## config.mk

```make
export PLATFORM = sky130hd
export DESIGN_NAME = mod_147_5_rx_flat
export DESIGN_NICKNAME = d
export VERILOG_FILES = /design/src/rtl/mod_147_5_rx_if.sv /design/src/rtl/mod_147_5_rx.sv /design/src/flat_wrapper.sv
export SDC_FILE = /design/constraint.sdc
export NUM_CORES = 1
export LEC_CHECK = 0
export CORE_MARGIN = 2
export CORE_UTILIZATION = 58
export CTS_CLUSTER_SIZE = 28
export DETAILED_ROUTE_END_ITERATION = 6
export PLACE_DENSITY_LB_ADDON = 0.12
export SLEW_MARGIN = 20
export SYNTH_ARGS = -nofsm -noshare
export SYNTH_HDL_FRONTEND = slang
export SYNTH_SLANG_ARGS = --single-unit
```

## constraint.sdc

```tcl
create_clock -name clk -period 2.1 [get_ports clk]
set_input_delay 0.21 -clock clk [delete_from_list [all_inputs] [get_ports clk]]
set_output_delay 0.21 -clock clk [all_outputs]
set_load 0.005 [all_outputs]
```

## src/rtl/mod_147_5_rx_if.sv

```systemverilog
// rtl/mod_147_5_rx_if.sv - symbol-in / MII-out bundle for the 10BASE-T1S PCS receive path
//
// Purpose: groups the PMA symbol strobe and the MII receive signals.
// Signals:
//   rx_sym_valid  one-cycle strobe, rx_sym holds a new 5B symbol
//   rx_sym        received 5B symbol
//   RXD           decoded nibble
//   RX_DV         receive data valid
//   RX_ER         receive error, qualified by RX_DV
//   esd_brs       one-clk pulse on an accepted ESDBRS delimiter
// Modports: master = PMA/MII side, slave = PCS receive block.
interface mod_147_5_rx_if;
  logic       rx_sym_valid;
  logic [4:0] rx_sym;
  logic [3:0] RXD;
  logic       RX_DV;
  logic       RX_ER;
  logic       esd_brs;

  modport master (
    output rx_sym_valid, rx_sym,
    input  RXD, RX_DV, RX_ER, esd_brs
  );

  modport slave (
    input  rx_sym_valid, rx_sym,
    output RXD, RX_DV, RX_ER, esd_brs
  );
endinterface

```

## src/rtl/mod_147_5_rx.sv

```systemverilog
// rtl/mod_147_5_rx.sv - 10BASE-T1S PCS receive: start detect, 4B/5B decode, end-delimiter check
//
// Purpose: hunts SYNC/SYNC/SSD/SSD, emits a regenerated preamble nibble then decoded
// data nibbles on MII, and checks the end delimiter. A 2-entry nibble pipe delays MII
// by two strobes so the last nibble can still be marked bad while RX_DV is high.
// Ports:
//   clk              PCS clock
//   pcs_reset_n      asynchronous active-low reset
//   link_control     1 = DISABLE, synchronously forces IDLE
//   rx_if (slave)    rx_sym_valid/rx_sym in, RXD/RX_DV/RX_ER/esd_brs out
//   mod_147_5_state  current state, for debug
module mod_147_5_rx #(
  parameter int         MAX_DATA_NIB = 4096,
  parameter logic [4:0] SILENCE_SYM  = 5'b11111,
  parameter logic [4:0] SYNC_SYM     = 5'b11000,
  parameter logic [4:0] SSD_SYM      = 5'b10001,
  parameter logic [4:0] ESD_SYM      = 5'b01101,
  parameter logic [4:0] ESDOK_SYM    = 5'b00111,
  parameter logic [4:0] ESDBRS_SYM   = 5'b00110,
  parameter logic [4:0] ESDERR_SYM   = 5'b00100,
  parameter logic [4:0] ESDJAB_SYM   = 5'b11001
) (
  input  logic               clk,
  input  logic               pcs_reset_n,
  input  logic               link_control,
  mod_147_5_rx_if.slave      rx_if,
  output logic [2:0]         mod_147_5_state
);

  localparam int CW = $clog2(MAX_DATA_NIB + 1);
  localparam logic [CW-1:0] CNT_MAX = CW'(MAX_DATA_NIB);

  typedef enum logic [2:0] {
    IDLE         = 3'd0,
    SYNC_ST      = 3'd1,
    SSD_ST       = 3'd2,
    DATA         = 3'd3,
    ESD_ST       = 3'd4,
    TAIL         = 3'd5,
    WAIT_SILENCE = 3'd6
  } state_t;

  typedef struct packed {
    logic       v;
    logic       e;
    logic [3:0] nib;
  } ent_t;

  localparam ent_t EMPTY = '0;

  state_t        state_q, state_d;
  ent_t          p0_q, p0_d, p1_q, p1_d, mii_q, mii_d;
  logic [CW-1:0] cnt_q, cnt_d;
  logic          jab_q, jab_d;
  logic          brs_q, brs_d;
  logic [4:0]    dec;

  // Returns {code_valid, nibble}.
  function automatic logic [4:0] decode(input logic [4:0] s);
    case (s)
      5'b11110: return {1'b1, 4'h0};
      5'b01001: return {1'b1, 4'h1};
      5'b10100: return {1'b1, 4'h2};
      5'b10101: return {1'b1, 4'h3};
      5'b01010: return {1'b1, 4'h4};
      5'b01011: return {1'b1, 4'h5};
      5'b01110: return {1'b1, 4'h6};
      5'b01111: return {1'b1, 4'h7};
      5'b10010: return {1'b1, 4'h8};
      5'b10011: return {1'b1, 4'h9};
      5'b10110: return {1'b1, 4'hA};
      5'b10111: return {1'b1, 4'hB};
      5'b11010: return {1'b1, 4'hC};
      5'b11011: return {1'b1, 4'hD};
      5'b11100: return {1'b1, 4'hE};
      5'b11101: return {1'b1, 4'hF};
      default:  return 5'b0_0000;
    endcase
  endfunction

  assign dec = decode(rx_if.rx_sym);

  always_comb begin
    state_d = state_q;
    p0_d    = p0_q;
    p1_d    = p1_q;
    mii_d   = mii_q;
    cnt_d   = cnt_q;
    jab_d   = jab_q;
    brs_d   = 1'b0;
    if (rx_if.rx_sym_valid) begin
      // MII always shows the older pipe entry, captured before the pipe moves.
      mii_d = p1_q;
      case (state_q)
        IDLE: begin
          if (rx_if.rx_sym == SYNC_SYM) state_d = SYNC_ST;
        end
        SYNC_ST: begin
          if (rx_if.rx_sym == SSD_SYM)       state_d = SSD_ST;
          else if (rx_if.rx_sym != SYNC_SYM) state_d = IDLE;
        end
        SSD_ST: begin
          if (rx_if.rx_sym == SSD_SYM) begin
            state_d = DATA;
            p0_d    = '{v: 1'b1, e: 1'b0, nib: 4'h5};
            cnt_d   = CW'(1);
          end else begin
            state_d = IDLE;
          end
        end
        DATA: begin
          p1_d = p0_q;
          if (rx_if.rx_sym == ESD_SYM) begin
            p0_d    = EMPTY;
            state_d = ESD_ST;
          end else if (rx_if.rx_sym == SILENCE_SYM) begin
            p1_d.e  = 1'b1;
            p0_d    = EMPTY;
            state_d = TAIL;
          end else if (cnt_q == CNT_MAX) begin
            // Jabber: this symbol is dropped; the counter never passes CNT_MAX.
            p1_d.e  = 1'b1;
            p0_d    = EMPTY;
            jab_d   = 1'b1;
            state_d = TAIL;
          end else begin
            p0_d  = '{v: 1'b1, e: ~dec[4], nib: dec[4] ? dec[3:0] : 4'h0};
            cnt_d = cnt_q + CW'(1);
          end
        end
        ESD_ST: begin
          mii_d.e = p1_q.e | ((rx_if.rx_sym != ESDOK_SYM) && (rx_if.rx_sym != ESDBRS_SYM));
          p1_d    = EMPTY;
          brs_d   = (rx_if.rx_sym == ESDBRS_SYM);
          state_d = (rx_if.rx_sym == SYNC_SYM) ? SYNC_ST : IDLE;
        end
        TAIL: begin
          p1_d    = EMPTY;
          state_d = jab_q ? WAIT_SILENCE : IDLE;
        end
        WAIT_SILENCE: begin
          if (rx_if.rx_sym == SILENCE_SYM) begin
            state_d = IDLE;
            jab_d   = 1'b0;
          end
        end
        default: state_d = IDLE;
      endcase
    end
  end

  always_ff @(posedge clk or negedge pcs_reset_n) begin
    if (!pcs_reset_n) begin
      state_q <= IDLE;
      p0_q    <= EMPTY;
      p1_q    <= EMPTY;
      mii_q   <= EMPTY;
      cnt_q   <= '0;
      jab_q   <= 1'b0;
      brs_q   <= 1'b0;
    end else if (link_control) begin
      state_q <= IDLE;
      p0_q    <= EMPTY;
      p1_q    <= EMPTY;
      mii_q   <= EMPTY;
      cnt_q   <= '0;
      jab_q   <= 1'b0;
      brs_q   <= 1'b0;
    end else begin
      state_q <= state_d;
      p0_q    <= p0_d;
      p1_q    <= p1_d;
      mii_q   <= mii_d;
      cnt_q   <= cnt_d;
      jab_q   <= jab_d;
      brs_q   <= brs_d;
    end
  end

  assign rx_if.RX_DV      = mii_q.v;
  assign rx_if.RX_ER      = mii_q.v & mii_q.e;
  assign rx_if.RXD        = mii_q.v ? mii_q.nib : 4'h0;
  assign rx_if.esd_brs    = brs_q;
  assign mod_147_5_state  = state_q;

  // Both ESDERR and ESDJAB simply fall into the "not OK/BRS" error case.
  logic unused_syms;
  assign unused_syms = ^{ESDERR_SYM, ESDJAB_SYM};

endmodule
```

## src/flat_wrapper.sv

```systemverilog
// flat-port wrapper written by rule: the top's interface ports become plain ports
module mod_147_5_rx_flat 
#(
  parameter int         MAX_DATA_NIB = 4096,
  parameter logic [4:0] SILENCE_SYM  = 5'b11111,
  parameter logic [4:0] SYNC_SYM     = 5'b11000,
  parameter logic [4:0] SSD_SYM      = 5'b10001,
  parameter logic [4:0] ESD_SYM      = 5'b01101,
  parameter logic [4:0] ESDOK_SYM    = 5'b00111,
  parameter logic [4:0] ESDBRS_SYM   = 5'b00110,
  parameter logic [4:0] ESDERR_SYM   = 5'b00100,
  parameter logic [4:0] ESDJAB_SYM   = 5'b11001
)
  (clk, pcs_reset_n, link_control, mod_147_5_state, rx_if_rx_sym_valid, rx_if_rx_sym, rx_if_RXD, rx_if_RX_DV, rx_if_RX_ER, rx_if_esd_brs);
  mod_147_5_rx_if rx_if_i ();
  input  logic clk;
  input  logic pcs_reset_n;
  input  logic link_control;
  output logic [2:0] mod_147_5_state;
  input wire logic [$bits(rx_if_i.rx_sym_valid)-1:0] rx_if_rx_sym_valid;
  input wire logic [$bits(rx_if_i.rx_sym)-1:0] rx_if_rx_sym;
  output wire logic [$bits(rx_if_i.RXD)-1:0] rx_if_RXD;
  output wire logic [$bits(rx_if_i.RX_DV)-1:0] rx_if_RX_DV;
  output wire logic [$bits(rx_if_i.RX_ER)-1:0] rx_if_RX_ER;
  output wire logic [$bits(rx_if_i.esd_brs)-1:0] rx_if_esd_brs;
  assign rx_if_i.rx_sym_valid = rx_if_rx_sym_valid;
  assign rx_if_i.rx_sym = rx_if_rx_sym;
  assign rx_if_RXD = rx_if_i.RXD;
  assign rx_if_RX_DV = rx_if_i.RX_DV;
  assign rx_if_RX_ER = rx_if_i.RX_ER;
  assign rx_if_esd_brs = rx_if_i.esd_brs;
  mod_147_5_rx #(.MAX_DATA_NIB(MAX_DATA_NIB), .SILENCE_SYM(SILENCE_SYM), .SYNC_SYM(SYNC_SYM), .SSD_SYM(SSD_SYM), .ESD_SYM(ESD_SYM), .ESDOK_SYM(ESDOK_SYM), .ESDBRS_SYM(ESDBRS_SYM), .ESDERR_SYM(ESDERR_SYM), .ESDJAB_SYM(ESDJAB_SYM)) u_core (.clk(clk), .pcs_reset_n(pcs_reset_n), .link_control(link_control), .rx_if(rx_if_i), .mod_147_5_state(mod_147_5_state));
endmodule
```

==> results of run 1 <==
## repair_timing
item,in CTS,in global routing
hold buffers,0,0
endpoints found under the setup margin,0,13
gates resized for setup,0,5
## where the power goes
group / total [mW] / internal, mW / leakage (nW) / switching [mW]
clock network: 0.488 / 0.231 / 0.0479 / 0.257
registers: 0.719 / 0.706 / 0.498 / 0.0131
logic: 0.377 / 0.172 / 0.740 / 0.205
total: 1.58 / 1.11 / 1.29 / 0.475
## registers in the layout, summed over array words and instances (netlist names)
signal,cells
u_core.mod_147_5_state,3
u_core.rx_if.RX_DV,1
u_core.rx_if.esd_brs,1
u_core.p1_q,6
u_core.jab_q,1
u_core.mii_q,5
u_core.p0_q,6
u_core.cnt_q,13
## per-stage QoR
stage               std cells   util
floorplan                 248      -
global placement          344  0.706
detailed placement        344  0.706
CTS                       352  0.729
global route              352  0.731
finish                    352  0.731
## routing by layer
| layer | part of all wire | GRT usage | vias to the layer above |
|---|---|---|---|
| li1 | - | - | 1059 |
| met3 | 0.069 | 0.0550 | 11 |
| met2 | 0.45 | 0.423 | 92 |
| met5 | 0 | 0 | - |
| met4 | 0.016 | 0.0944 | 0 |
| met1 | 0.46 | 0.412 | 1038 |
## worst min-delay path by stage
| stage | slack, ns | to | startpoint |
|---|---|---|---|
| 6_report | -0.003 | u_core.mod_147_5_state[0] | pcs_reset_n |
| 5_1_grt | 0.07 | u_core.mii_q[4] | pcs_reset_n |
| 4_1_cts | 0.02 | u_core.rx_if.esd_brs | pcs_reset_n |
| 3_5_place_dp | 0.34 | u_core.rx_if.esd_brs | pcs_reset_n |
| 3_3_place_gp | 0.34 | u_core.jab_q | pcs_reset_n |
| 2_1_floorplan | -0.09 | u_core.cnt_q[0] | pcs_reset_n |
## layout by cell type (no fill, tap or decap), types with 2 or more instances in the layout
cell,count
nand2_1,13
clkdlybuf4s50_1,17
nand2b_1,2
nor2_2,3
nand4_1,10
inv_1,10
o21ai_0,10
o22ai_1,2
clkbuf_8,5
buf_4,44
nand3_1,10
a31oi_1,8
a21oi_1,11
a21o_1,4
o2111ai_1,2
and3_1,5
and2_1,6
nor2_1,13
a22o_1,4
nor4_1,4
a311oi_1,2
nand3b_1,2
ha_1,5
o31ai_1,3
a221oi_1,2
a41oi_1,5
o211ai_1,4
nor3_1,6
o41ai_1,2
clkinv_2,3
o21ai_1,13
mux2i_1,8
dfrtp_1,36
## critical path: stages, from the launching register on
cell and delay (ns):
dfrtp_1 0.48, or4b_1 0.54, nor4_1 0.25, nor3_2 0.10
o31ai_2 0.10, mux2_4 0.33
## cell type report
type,count,share of cell area
Inverter,11,0.0148
Tap cell,50,0.0217
Clock buffer,5,0.0239
Multi-Input combinational cell,185,0.445
Clock inverter,3,0.00651
Sequential cell,36,0.313
Timing Repair Buffer,62,0.175
## logic make-up after synthesis
family	count (synthesis)
AOI/OAI and AO/OA	83
xor gates and xnor gates	1
adders and majority gates	5
buffers and inverters	27
DFF	36
muxes	9
and+or+nand+nor	87
==> results.toml, run 1 <==
[outcome]
outcome = "finished, violations left"
violations = "negative hold slack"

[placed_design]
placed_cell_area_um2 = 2790
gp_congestion = 1.05
hpwl_um = 4440
dp_slack_ns = -0.0608
place.port_buffers = 18

[yosys]
synth_edf_count = 0
netlist_area_um2 = 2340
syn_inst = 248
synth_top_area_frac = 0.384
synth_cell_types = 60
yosysMostFrequentCell = "dfrtp_1"
ys_warn_count = 0
synth-seq-area-share = 0.384
synth_flop_cell = "dfrtp_1"
synthAdderAreaFrac = 0.0267
synthMuxAreaShare = 0.0406
synth_top_cell_by_area = "dfrtp_1"
synthXorXnorAreaFrac = 0.00374
synth_compound_area_frac = 0.252
ys_seq_elements = 36
synth-simple-area-share = 0.220
syn_nets = 262
syn_area_per_cell_um2 = 9.45
ys_async_sr_fraction = 1.00
ys_top_cells_by_area = "dfrtp_1 (38%), mux2i_1 (3.4%), ha_1 (2.7%)"
synthTopCellsByCount = "dfrtp_1 (36), nand2_1 (13), nor2_1 (13)"
synth_top_family_by_area = "compound AO/OA/AOI/OAI gates"

[sta]
worst_pin_slew_ns = 0.789
skew_ns = 0.00572
fin_setup_tns_ns = 0
layout_setup_ws_ns = 0.184
finalCritPeriodShare = 0.912
final_max_slew_viol_count = 0
whs_ns = -0.00314
relSlewSlack = 0.474
min_period_ns = 1.92
rsz0062_at_grt = "false"
hold_viol_final = 3
finalSetupViolCount = 0
fmax_ghz = 0.522

[clocking]
postCtsSetupRepairBufs = 0
cts.sinks = 36
cts_root_buf = "clkbuf_8"
tritoncts = "built"
numCtsBuffers = 5
clock_latency_ns = 0.29
clockBufferDepth = 2
htree_levels = 2
clk_transition_reported_paths_ns = 0.08

[floorplanning]
start_util = 0.595
design.core.area_um2 = 3940
die_h_um = 67.6
dieArea_um2 = 4570
io_pins = 19
die_x_um = 67.6
rows = 23

[cells_and_area]
fin_area_um2 = 2880
nets = 315
multiInputGateArea_um2 = 1280
areaGrowthSynthToFinish_pct = 22.9
drive_above_1_share = 0.238
nFillCells = 293
antenna_cells = 0
seq_area_um2 = 901

[power_and_ir_drop]
power.total_mw = 1.58
vdd_drop_max_uv = 267
powerDensity_nw_per_um2 = 550
p_leak_nw = 1.29

[worst_setup_path]
cp.required_ns = 2.28
reg2reg_to = "u_core.mod_147_5_state[1]"
startpoint = "u_core.mod_147_5_state[2]"
crit_arrival_ns = 2.09
r2r_slack_ns = 0.18
endpoint = "u_core.mod_147_5_state[1]"
end_kind = "flip-flop"
critical_path_class = "reg2reg"
critPathLaunchType = "flip-flop"
reg2reg_depth = 5
worst-path-max-fanout = 9
r2r-start = "u_core.mod_147_5_state[2]"

[global_route]
grt_usage = 0.284
antenna_found_initial = 0
grt_max_degree = 37
grt_remaining_overflow = 0
grt_pass1_vias = 1979
grt_pass1_wl_um = 9740

[drt]
ant_nets = 0
avgRoutedWirePerCell_um = 16.7
vias_per_cell = 6.25
finalWirelength_um = 5880
vias = 2200
route.detailed.drc = 0
dr.pass1.iters = 4
drt_iter0_markers = 151

[hold_path]
hold_path_class = "in2async"

[run]
maxCapViolations = 0
(Power assumes the default switching activity.)
==> inputs of run 2 (changes only) <==
- PLACE_DENSITY_LB_ADDON: 0.12 -> 0.05
==> results.toml, run 2 (synthesis gave the netlist of run 1 again) <==
[clocking]
htree_levels = 2
postCtsSetupRepairBufs = 0
clock_latency_ns = 0.30
numCtsBuffers = 5
clk_transition_reported_paths_ns = 0.07
clockBufferDepth = 2
tritoncts = "built"
cts.sinks = 36
postCtsHoldBufs = 0
cts-resized-gates = 0
cts_root_buf = "clkbuf_8"

[worst_setup_path]
end_kind = "flip-flop"
worst-path-max-fanout = 7
critPathLaunchType = "flip-flop"
startpoint = "u_core.cnt_q[1]"
cp.required_ns = 2.31
critical_path_class = "reg2reg"
r2r-start = "u_core.cnt_q[1]"
crit_arrival_ns = 2.16

[placed_design]
placed_cell_area_um2 = 2790
hpwl_um = 4620
place.port_buffers = 18
gp_congestion = 0.931

[global_route]
grt_pass1_vias = 2067
grt_pass1_wl_um = 9990
grt_remaining_overflow = 0
antenna_found_initial = 0
grt_max_degree = 37
grt_usage = 0.296

[floorplanning]
die_x_um = 67.6
design.core.area_um2 = 3940
die_h_um = 67.6
io_pins = 19
dieArea_um2 = 4570
rows = 23
start_util = 0.595

[cells_and_area]
fin_area_um2 = 2910
reg_top3 = "u_core.cnt_q x13, u_core.p0_q x6, u_core.p1_q x6"
top_register = "u_core.cnt_q"
largest_reg_flops = 13
multiInputGateArea_um2 = 1280
final_common_cell = "buf_4"
seq_area_um2 = 901
nets = 316
antenna_cells = 0
areaGrowthSynthToFinish_pct = 24.0
drive_above_1_share = 0.234
final_cell_mix = "buf_4 (45), dfrtp_1 (36), clkdlybuf4s50_1 (17)"
nFillCells = 293

[drt]
avgRoutedWirePerCell_um = 17.2
dr.pass1.iters = 5
drt_iter0_markers = 208
vias_per_cell = 6.32
route.detailed.drc = 0
vias = 2231
finalWirelength_um = 6070
ant_nets = 0

[outcome]
outcome = "finished, violations left"
violations = "negative hold slack"

[sta]
fmax_ghz = 0.511
min_period_ns = 1.96
finalCritPeriodShare = 0.931
fin_setup_tns_ns = 0
skew_ns = 0.00911
final_max_slew_viol_count = 0
finalSetupViolCount = 0
whs_ns = -0.00447
relSlewSlack = 0.466
worst_pin_slew_ns = 0.801
hold_viol_final = 1

[hold_path]
hold_path_class = "in2async"

[run]
maxCapViolations = 0

[power_and_ir_drop]
vdd_drop_max_uv = 319
powerDensity_nw_per_um2 = 578
p_leak_nw = 1.30
## run 2: cell count changes in the layout (fill, tap and decap cells not counted), sizes merged
cell | previous run | this run
clkbuf | 5 | 6
buf | 45 | 46
clkinv | 4 | 2
bufinv | 0 | 1
## run 2: per-layer routing
metal,global-route usage,vias to the layer above,share of wire
met1,0.413,1088,0.45
met2,0.478,78,0.49
met5,0,-,0
met3,0.0500,6,0.052
met4,0.0689,0,0.011
li1,-,1059,-
## run 2: final timing paths
| path | to | slack [ns] | cells after the start |
|---|---|---|---|
| max | u_core.cnt_q[2] | 0.14 | 8 |
| min in group clk | u_core.cnt_q[12] | 0.50 | 1 |
| min | u_core.mod_147_5_state[0] | -0.004 | 1 |
| min reg2reg | u_core.cnt_q[12] | 0.50 | 1 |
| max in group asynchronous | u_core.cnt_q[6] | 1.59 | 1 |
| max reg2reg | u_core.cnt_q[2] | 0.14 | 8 |
## run 2: area by class of cell
class,count,share of cell area
Multi-Input combinational cell,185,0.441
Sequential cell,36,0.310
Timing Repair Buffer,63,0.176
Clock buffer,6,0.0250
Tap cell,50,0.0215
Inverter,11,0.0146
Clock inverter,2,0.0120
## run 2: power by group
part | leakage, nW | switching [mW] | internal, mW
clock network | 0.0552 | 0.251 | 0.352
logic | 0.743 | 0.188 | 0.161
registers | 0.498 | 0.0233 | 0.706
## run 2: metrics by stage
stage	setup WS, ns	power [mW]	utilization	cells
final	0.144	1.68	0.738	353
after CTS	0.133	1.68	0.736	353
after global routing	-0.0133	1.76	0.738	353
after floorplan	0.341	0.962	-	248
after global placement	-0.0336	1.08	0.708	345
after detailed placement	-0.0504	1.09	0.708	345
## run 2: worst max-delay path: stages, from the launching register on
cell and delay, ns:
dfrtp_1 0.42, inv_1 0.09, ha_1 0.14, nor4b_2 0.20, nand3_1 0.21, and2_2 0.31
buf_4 0.16, a21o_1 0.17, a31oi_1 0.17
==> inputs of run 3 (changes only) <==
- TNS_END_PERCENT: default -> 1
==> results of run 3 <==
Same layout as run 2: the final DEF is identical, and so are final timing and power.
